===== config.mk =====
export PLATFORM = sky130hd
export DESIGN_NAME = logic_unit_pipe_flat
export DESIGN_NICKNAME = d
export VERILOG_FILES = /design/src/rtl/logic_unit_pkg.sv /design/src/rtl/logic_unit_if.sv /design/src/rtl/logic_unit_core.sv /design/src/rtl/logic_unit_pipe.sv /design/src/flat_wrapper.sv
export SDC_FILE = /design/constraint.sdc
export NUM_CORES = 1
export LEC_CHECK = 0
export CAP_MARGIN = 20
export CORE_MARGIN = 8
export CORE_UTILIZATION = 54
export CTS_CLUSTER_SIZE = 16
export DETAILED_ROUTE_END_ITERATION = 7
export MAX_ROUTING_LAYER = met4
export PLACE_DENSITY = 0.89
export SYNTH_ARGS = -nofsm -noshare
export SYNTH_HDL_FRONTEND = slang
export SYNTH_HIERARCHICAL = 1
export SYNTH_SLANG_ARGS = --single-unit

===== constraint.sdc =====
create_clock -name clk -period 9.9 [get_ports clk]
set_input_delay 2.97 -clock clk [delete_from_list [all_inputs] [get_ports clk]]
set_output_delay 2.97 -clock clk [all_outputs]
set_load 0.05 [all_outputs]

===== src/rtl/logic_unit_pkg.sv =====
// -----------------------------------------------------------------------------
// logic_unit_pkg
// Shared types and helpers for the logic_unit_pipe block.
//   LU_OP_W  : opcode width
//   lu_op_e  : the eight bitwise operations
//   lu_eval  : single-bit evaluation of an operation. All ops are bitwise, so
//              applying it per bit position gives the full-width result for
//              any WIDTH.
// -----------------------------------------------------------------------------
package logic_unit_pkg;

    localparam int LU_OP_W = 3;

    typedef enum logic [LU_OP_W-1:0] {
        LU_AND  = 3'd0,
        LU_OR   = 3'd1,
        LU_XOR  = 3'd2,
        LU_NOT  = 3'd3,
        LU_NAND = 3'd4,
        LU_NOR  = 3'd5,
        LU_XNOR = 3'd6,
        LU_PASS = 3'd7
    } lu_op_e;

    function automatic logic lu_eval(input lu_op_e op, input logic a, input logic b);
        logic r;
        case (op)
            LU_AND:  r = a & b;
            LU_OR:   r = a | b;
            LU_XOR:  r = a ^ b;
            LU_NOT:  r = ~a;
            LU_NAND: r = ~(a & b);
            LU_NOR:  r = ~(a | b);
            LU_XNOR: r = ~(a ^ b);
            LU_PASS: r = a;
            default: r = 1'b0;
        endcase
        return r;
    endfunction

endpackage


===== src/rtl/logic_unit_if.sv =====
// -----------------------------------------------------------------------------
// logic_unit_if
// Operand/opcode input channel and result output channel of logic_unit_pipe.
//   master : operand source and result consumer (drives in_*, out_ready)
//   slave  : the logic unit (drives in_ready, out_*)
// Optional macro LOGIC_UNIT_POPCNT_EN adds out_pop (popcount of out_data).
// -----------------------------------------------------------------------------
interface logic_unit_if
    import logic_unit_pkg::*;
#(
    parameter int WIDTH = 8
);
    logic               in_valid;
    logic               in_ready;
    logic [WIDTH-1:0]   in_x;
    logic [WIDTH-1:0]   in_y;
    logic [LU_OP_W-1:0] in_op;
    logic               in_acc;
    logic               out_valid;
    logic               out_ready;
    logic [WIDTH-1:0]   out_data;
    logic               out_zero;
    logic               out_par;
`ifdef LOGIC_UNIT_POPCNT_EN
    logic [$clog2(WIDTH+1)-1:0] out_pop;

    modport master (
        output in_valid, in_x, in_y, in_op, in_acc, out_ready,
        input  in_ready, out_valid, out_data, out_zero, out_par, out_pop
    );
    modport slave (
        input  in_valid, in_x, in_y, in_op, in_acc, out_ready,
        output in_ready, out_valid, out_data, out_zero, out_par, out_pop
    );
`else
    modport master (
        output in_valid, in_x, in_y, in_op, in_acc, out_ready,
        input  in_ready, out_valid, out_data, out_zero, out_par
    );
    modport slave (
        input  in_valid, in_x, in_y, in_op, in_acc, out_ready,
        output in_ready, out_valid, out_data, out_zero, out_par
    );
`endif
endinterface


===== src/rtl/logic_unit_core.sv =====
// -----------------------------------------------------------------------------
// logic_unit_core
// Purely combinational evaluation of one bitwise operation.
//   op     in  opcode
//   a, b   in  operands (b ignored by NOT and PASS)
//   result out op(a, b)
//   zero   out result == 0
//   par    out XOR-reduce of result
//   pop    out popcount of result (only with LOGIC_UNIT_POPCNT_EN)
// -----------------------------------------------------------------------------
module logic_unit_core
    import logic_unit_pkg::*;
#(
    parameter int WIDTH = 8
) (
    input  lu_op_e           op,
    input  logic [WIDTH-1:0] a,
    input  logic [WIDTH-1:0] b,
    output logic [WIDTH-1:0] result,
    output logic             zero,
`ifdef LOGIC_UNIT_POPCNT_EN
    output logic [$clog2(WIDTH+1)-1:0] pop,
`endif
    output logic             par
);

    function automatic logic calc_par(input logic [WIDTH-1:0] v);
        return ^v;
    endfunction

    for (genvar i = 0; i < WIDTH; i++) begin : g_bit
        assign result[i] = lu_eval(op, a[i], b[i]);
    end

    assign zero = (result == {WIDTH{1'b0}});
    assign par  = calc_par(result);

`ifdef LOGIC_UNIT_POPCNT_EN
    localparam int POP_W = $clog2(WIDTH+1);

    // Count set bits of the result.
    always_comb begin
        pop = {POP_W{1'b0}};
        for (int i = 0; i < WIDTH; i++) begin
            pop = pop + POP_W'(result[i]);
        end
    end
`endif

endmodule


===== src/rtl/logic_unit_pipe.sv =====
// -----------------------------------------------------------------------------
// logic_unit_pipe
// Registered bitwise logic unit with valid/ready handshake, one-deep output
// register, optional accumulator feedback and accepted-operation counter.
//   clk      in   rising-edge clock
//   rst_n    in   synchronous active-low reset
//   acc_clr  in   clear accumulator (applied before an acc-mode load)
//   bus      slave modport of logic_unit_if (in_* channel, out_* channel)
//   acc      out  accumulator value
//   op_cnt   out  accepted-operation count (wraps)
// Optional macro LOGIC_UNIT_POPCNT_EN: registers popcount of the result on
// bus.out_pop alongside out_data.
// -----------------------------------------------------------------------------
module logic_unit_pipe
    import logic_unit_pkg::*;
#(
    parameter int WIDTH = 8,
    parameter int CNT_W = 16
) (
    input  logic             clk,
    input  logic             rst_n,
    input  logic             acc_clr,
    logic_unit_if.slave      bus,
    output logic [WIDTH-1:0] acc,
    output logic [CNT_W-1:0] op_cnt
);

    logic             out_valid_r;
    logic [WIDTH-1:0] out_data_r;
    logic             out_zero_r;
    logic             out_par_r;
    logic [WIDTH-1:0] acc_r;
    logic [CNT_W-1:0] op_cnt_r;

    logic             in_ready_s;
    logic             accept_s;
    logic [WIDTH-1:0] op_a_s;
    logic [WIDTH-1:0] result_s;
    logic             zero_s;
    logic             par_s;

`ifdef LOGIC_UNIT_POPCNT_EN
    localparam int POP_W = $clog2(WIDTH+1);
    logic [POP_W-1:0] pop_s;
    logic [POP_W-1:0] out_pop_r;
`endif

    // The output slot is free when empty or being drained this cycle.
    assign in_ready_s = !out_valid_r || bus.out_ready;
    assign accept_s   = bus.in_valid && in_ready_s;

    // Operand A: accumulator in acc mode (zeroed by a same-cycle clear), else X.
    always_comb begin
        op_a_s = bus.in_x;
        if (bus.in_acc) begin
            if (acc_clr) begin
                op_a_s = {WIDTH{1'b0}};
            end else begin
                op_a_s = acc_r;
            end
        end else begin
            op_a_s = bus.in_x;
        end
    end

    logic_unit_core #(
        .WIDTH (WIDTH)
    ) u_core (
        .op     (lu_op_e'(bus.in_op)),
        .a      (op_a_s),
        .b      (bus.in_y),
        .result (result_s),
        .zero   (zero_s),
`ifdef LOGIC_UNIT_POPCNT_EN
        .pop    (pop_s),
`endif
        .par    (par_s)
    );

    // Output register, accumulator and operation counter.
    always_ff @(posedge clk) begin
        if (!rst_n) begin
            out_valid_r <= 1'b0;
            out_data_r  <= {WIDTH{1'b0}};
            out_zero_r  <= 1'b1;
            out_par_r   <= 1'b0;
            acc_r       <= {WIDTH{1'b0}};
            op_cnt_r    <= {CNT_W{1'b0}};
`ifdef LOGIC_UNIT_POPCNT_EN
            out_pop_r   <= {POP_W{1'b0}};
`endif
        end else begin
            if (accept_s) begin
                out_valid_r <= 1'b1;
                out_data_r  <= result_s;
                out_zero_r  <= zero_s;
                out_par_r   <= par_s;
`ifdef LOGIC_UNIT_POPCNT_EN
                out_pop_r   <= pop_s;
`endif
                op_cnt_r    <= op_cnt_r + CNT_W'(1);
            end else if (bus.out_ready) begin
                // Drain: result data is kept, only valid drops.
                out_valid_r <= 1'b0;
            end else begin
                out_valid_r <= out_valid_r;
            end

            if (accept_s && bus.in_acc) begin
                acc_r <= result_s;
            end else if (acc_clr) begin
                acc_r <= {WIDTH{1'b0}};
            end else begin
                acc_r <= acc_r;
            end
        end
    end

    assign bus.in_ready  = in_ready_s;
    assign bus.out_valid = out_valid_r;
    assign bus.out_data  = out_data_r;
    assign bus.out_zero  = out_zero_r;
    assign bus.out_par   = out_par_r;
`ifdef LOGIC_UNIT_POPCNT_EN
    assign bus.out_pop   = out_pop_r;
`endif
    assign acc           = acc_r;
    assign op_cnt        = op_cnt_r;

endmodule


===== src/flat_wrapper.sv =====
// flat-port wrapper written by rule: the top's interface ports become plain ports
module logic_unit_pipe_flat import logic_unit_pkg::*;
#(
    parameter int WIDTH = 8,
    parameter int CNT_W = 16
)
  (clk, rst_n, acc_clr, acc, op_cnt, bus_in_valid, bus_in_x, bus_in_y, bus_in_op, bus_in_acc, bus_out_ready, bus_in_ready, bus_out_valid, bus_out_data, bus_out_zero, bus_out_par);
  logic_unit_if #(.WIDTH(WIDTH)) bus_i ();
  input  logic clk;
  input  logic rst_n;
  input  logic acc_clr;
  output logic [WIDTH-1:0] acc;
  output logic [CNT_W-1:0] op_cnt;
  input wire logic [$bits(bus_i.in_valid)-1:0] bus_in_valid;
  input wire logic [$bits(bus_i.in_x)-1:0] bus_in_x;
  input wire logic [$bits(bus_i.in_y)-1:0] bus_in_y;
  input wire logic [$bits(bus_i.in_op)-1:0] bus_in_op;
  input wire logic [$bits(bus_i.in_acc)-1:0] bus_in_acc;
  input wire logic [$bits(bus_i.out_ready)-1:0] bus_out_ready;
  output wire logic [$bits(bus_i.in_ready)-1:0] bus_in_ready;
  output wire logic [$bits(bus_i.out_valid)-1:0] bus_out_valid;
  output wire logic [$bits(bus_i.out_data)-1:0] bus_out_data;
  output wire logic [$bits(bus_i.out_zero)-1:0] bus_out_zero;
  output wire logic [$bits(bus_i.out_par)-1:0] bus_out_par;
  assign bus_i.in_valid = bus_in_valid;
  assign bus_i.in_x = bus_in_x;
  assign bus_i.in_y = bus_in_y;
  assign bus_i.in_op = bus_in_op;
  assign bus_i.in_acc = bus_in_acc;
  assign bus_i.out_ready = bus_out_ready;
  assign bus_in_ready = bus_i.in_ready;
  assign bus_out_valid = bus_i.out_valid;
  assign bus_out_data = bus_i.out_data;
  assign bus_out_zero = bus_i.out_zero;
  assign bus_out_par = bus_i.out_par;
  logic_unit_pipe #(.WIDTH(WIDTH), .CNT_W(CNT_W)) u_core (.clk(clk), .rst_n(rst_n), .acc_clr(acc_clr), .bus(bus_i), .acc(acc), .op_cnt(op_cnt));
endmodule

==> impl_metrics.json <==
{
  "status": "finished, final reports clean",
  "hold_buffers": 0,
  "crit_chain": "clkdlybuf4s50_1 > nand2b_2 > clkdlybuf4s50_1",
  "tritoncts": "done",
  "pin_count": 61,
  "finalSetupViolCount": 0,
  "end_kind": "primary output",
  "syn-mean-instance-area_sq_um": 8.35,
  "synth_seq_cells": 35,
  "diodes": 0,
  "period_share_pct": 75.5,
  "cts_sinks": 35,
  "via_per_inst": 5.71,
  "ir_drop_mv": 0.0655,
  "antenna_found_initial": 0,
  "cts_resized": 0,
  "cts_max_level": 2,
  "cp.required_ns": 6.93,
  "slowest_delay_ns": 0.86,
  "cts_max_path_buffers": 2,
  "grtUsageTotal_pct": 18.1,
  "syn_to_final_growth_pct": 25.3,
  "fmax_ghz": 0.134,
  "synthCells": 296,
  "ff2ff_setup_slack_ns": 7.13,
  "routed_wl_mm": 6.22,
  "yosys_warnings": 6,
  "ys_seq_area_share_pct": 28.3,
  "whs_path_depth": 2,
  "rr_worst_depth": 13,
  "r2r_start": "u_core/acc[2]",
  "die_h_um": 83.7,
  "grt_max_degree": 34,
  "crit_type": "in2out",
  "p_per_area_nw_per_um2": 125,
  "p_leak_nw": 1.22,
  "grt_pass1_vias": 2193,
  "worst_setup_path_start_kind": "primary input",
  "numCtsBuffers": 5,
  "drive_gt1_share_pct": 8.67,
  "synthDistinctLibCells": 45,
  "holdWs_ns": 0.458,
  "die-area_sq_um": 7000,
  "grt_pass1_wl_mm": 10.5,
  "clk_pin_slew_ns": 0.07,
  "path_common_cell": "clkdlybuf4s50_1",
  "start_util_pct": 56.4,
  "timing.final.crit_period_ns": 7.47,
  "dieWidth_um": 83.7,
  "placementRows": 24,
  "rsz0062_at_grt": "false",
  "cp.arrival_ns": 4.50,
  "drt-initial-drc-count": 165,
  "yosysTopAreaCell": "dfxtp_1",
  "cts_setup_buffers": 0,
  "wl_per_cell_um": 15.6,
  "num_vias": 2271,
  "reg2reg_to": "u_core/bus.out_par",
  "path_max_fanout": 11,
  "fillCellCount": 351,
  "relSlewSlack_pct": 28.6,
  "endpoint": "bus_in_ready",
  "maxCapViolCount": 0,
  "timing.setup.tns_ns": 0,
  "synth_top_cells_by_area": "dfxtp_1, ha_1, a21oi_1",
  "cp.depth": 3,
  "clock-skew-final_ns": 0.00762,
  "crit_path_top_delay_cell": "clkdlybuf4s50_1",
  "finalHoldViolCount": 0,
  "hpwlAfterDp_mm": 4.42,
  "grt_overflow": 0,
  "syn_nets": 342,
  "tightest_slew_ns": 1.07,
  "synth_top_cell_area_share_pct": 28.3,
  "drtPass1Iterations": 4,
  "critPathTopFamily": "buffers and inverters",
  "core-area_sq_um": 4380,
  "drc": 0,
  "gp_congestion": 0.787,
  "hold_class": "reg2reg",
  "ant_nets": 0,
  "syn-cell-area_sq_um": 2470,
  "multiInputGateArea_sq_um": 1540,
  "clkLatencyLatePin_ns": 0.29,
  "finalNetCount": 391,
  "cp.buffers_inverters": 2,
  "crit_start": "bus_out_ready",
  "seqCellArea_sq_um": 701,
  "final_max_slew_viol_count": 0,
  "numPortBuffers": 60,
  "root_buffer": "clkbuf_8"
}
==> cells by family after synthesis <==
logic type                 Yosys count  synth area share (%)
buffers and inverters               47                  9.41
xor gates and xnor gates            15                  5.92
and+or+nand+nor                    115                  26.0
muxes                               13                  8.00
adders and majority gates           21                  10.6
DFF                                 35                  28.3
AOI/OAI and AO/OA                   50                  11.7
==> metrics by stage <==
step / power, mW / instance area [sq um] / worst slack, ns / util [%] / cells
detailed placement: 0.285 / 3010 / 2.42 / 68.8 / 390
global placement: 0.282 / 3010 / 2.45 / 68.8 / 390
finish: 0.386 / 3100 / 2.43 / 70.7 / 398
global route: 0.404 / 3100 / 2.40 / 70.7 / 398
floorplan: 0.249 / 2470 / 3.61 / - / 296
CTS: 0.387 / 3100 / 2.42 / 70.7 / 398
==> worst min-delay path: cells and delay by family, from the launching register on <==
family,cells,cell delay [ns]
DFF,1,0.31
and+or+nand+nor,1,0.05
AOI/OAI and AO/OA,1,0.05
==> per-layer routing <==
| layer | GRT usage [%] | vias to the layer above | wire length [um] |
|---|---|---|---|
| li1 | - | 1123 | - |
| met1 | 20.7 | 1057 | 2710 |
| met2 | 30.0 | 83 | 2990 |
| met3 | 5.08 | 8 | 429 |
| met4 | 5.34 | 0 | 89 |
| met5 | - | - | 0 |
==> cell type report <==
type                            count  share of cell area (%)
Tap cell                           52                    2.10
Timing Repair Buffer               60                    19.4
Clock inverter                      3                   0.485
Multi-Input combinational cell    214                    49.7
Inverter                           29                    3.51
Clock buffer                        5                    2.22
Sequential cell                    35                    22.6
==> synthesized netlist by cell type (all sizes together) <==
cell type / n
and3: 2
o211ai: 3
mux2: 8
and4b: 3
xor2: 7
or4: 6
a211oi: 4
nor3b: 3
clkbuf: 7
o21a: 3
ha: 21
mux2i: 1
nor4: 4
or2b: 2
xnor2: 8
inv: 29
o31ai: 6
and4: 3
mux4: 4
nand2: 36
buf: 11
and2: 2
o21ai: 5
nor3: 6
nor2: 11
nand2b: 6
dfxtp: 35
nand3: 18
nand4: 3
nor2b: 8
or3: 2
a21oi: 29
==> placed cells by master, fill, tap and decap left out, drive strengths merged <==
cell	netlist	final
and2	2	2
nand2b	6	6
nor3	6	6
xnor2	8	8
nor2	11	11
mux2	8	8
and4	3	3
clkbuf	7	5
mux2i	1	1
o21a	3	3
o31ai	6	6
nor4	4	4
clkinv	0	3
and4b	3	3
or3	2	2
and3	2	2
ha	21	21
dfxtp	35	35
mux4	4	4
a211oi	4	4
nand2	36	36
o21ai	5	5
nor3b	3	3
inv	29	29
nand3	18	18
clkdlybuf4s50	0	60
or4	6	6
a21oi	29	29
nand4	3	3
xor2	7	7
nor2b	8	8
o211ai	3	3
or2b	2	2
==> flip-flops by register name, indices dropped and copies added (netlist names) <==
signal	flops
u_core/bus.out_data	8
u_core/bus.out_valid	1
u_core/bus.out_zero	1
u_core/op_cnt	16
u_core/bus.out_par	1
u_core/acc	8
==> worst min-delay path by stage <==
| stage | to | slack [ns] | startpoint |
|---|---|---|---|
| after floorplan | u_core/bus.out_par | 0.67 | u_core/bus.out_par |
| after global placement | u_core/bus.out_data[4] | 0.44 | u_core/bus.out_data[4] |
| after detailed placement | u_core/bus.out_data[0] | 0.45 | u_core/bus.out_data[0] |
| after CTS | u_core/bus.out_data[0] | 0.46 | u_core/bus.out_data[0] |
| after global routing | u_core/bus.out_data[2] | 0.49 | u_core/bus.out_data[2] |
| final | u_core/bus.out_data[0] | 0.46 | u_core/bus.out_data[0] |
==> power breakdown <==
group | leakage (nW) | internal, mW | switching, mW | total, mW
Combinational | 0.891 | 0.0545 | 0.0767 | 0.131
Clock | 0.0477 | 0.0481 | 0.0536 | 0.102
Sequential | 0.285 | 0.148 | 0.00484 | 0.153
Total | 1.22 | 0.251 | 0.135 | 0.386
(Power assumes the default switching activity.)
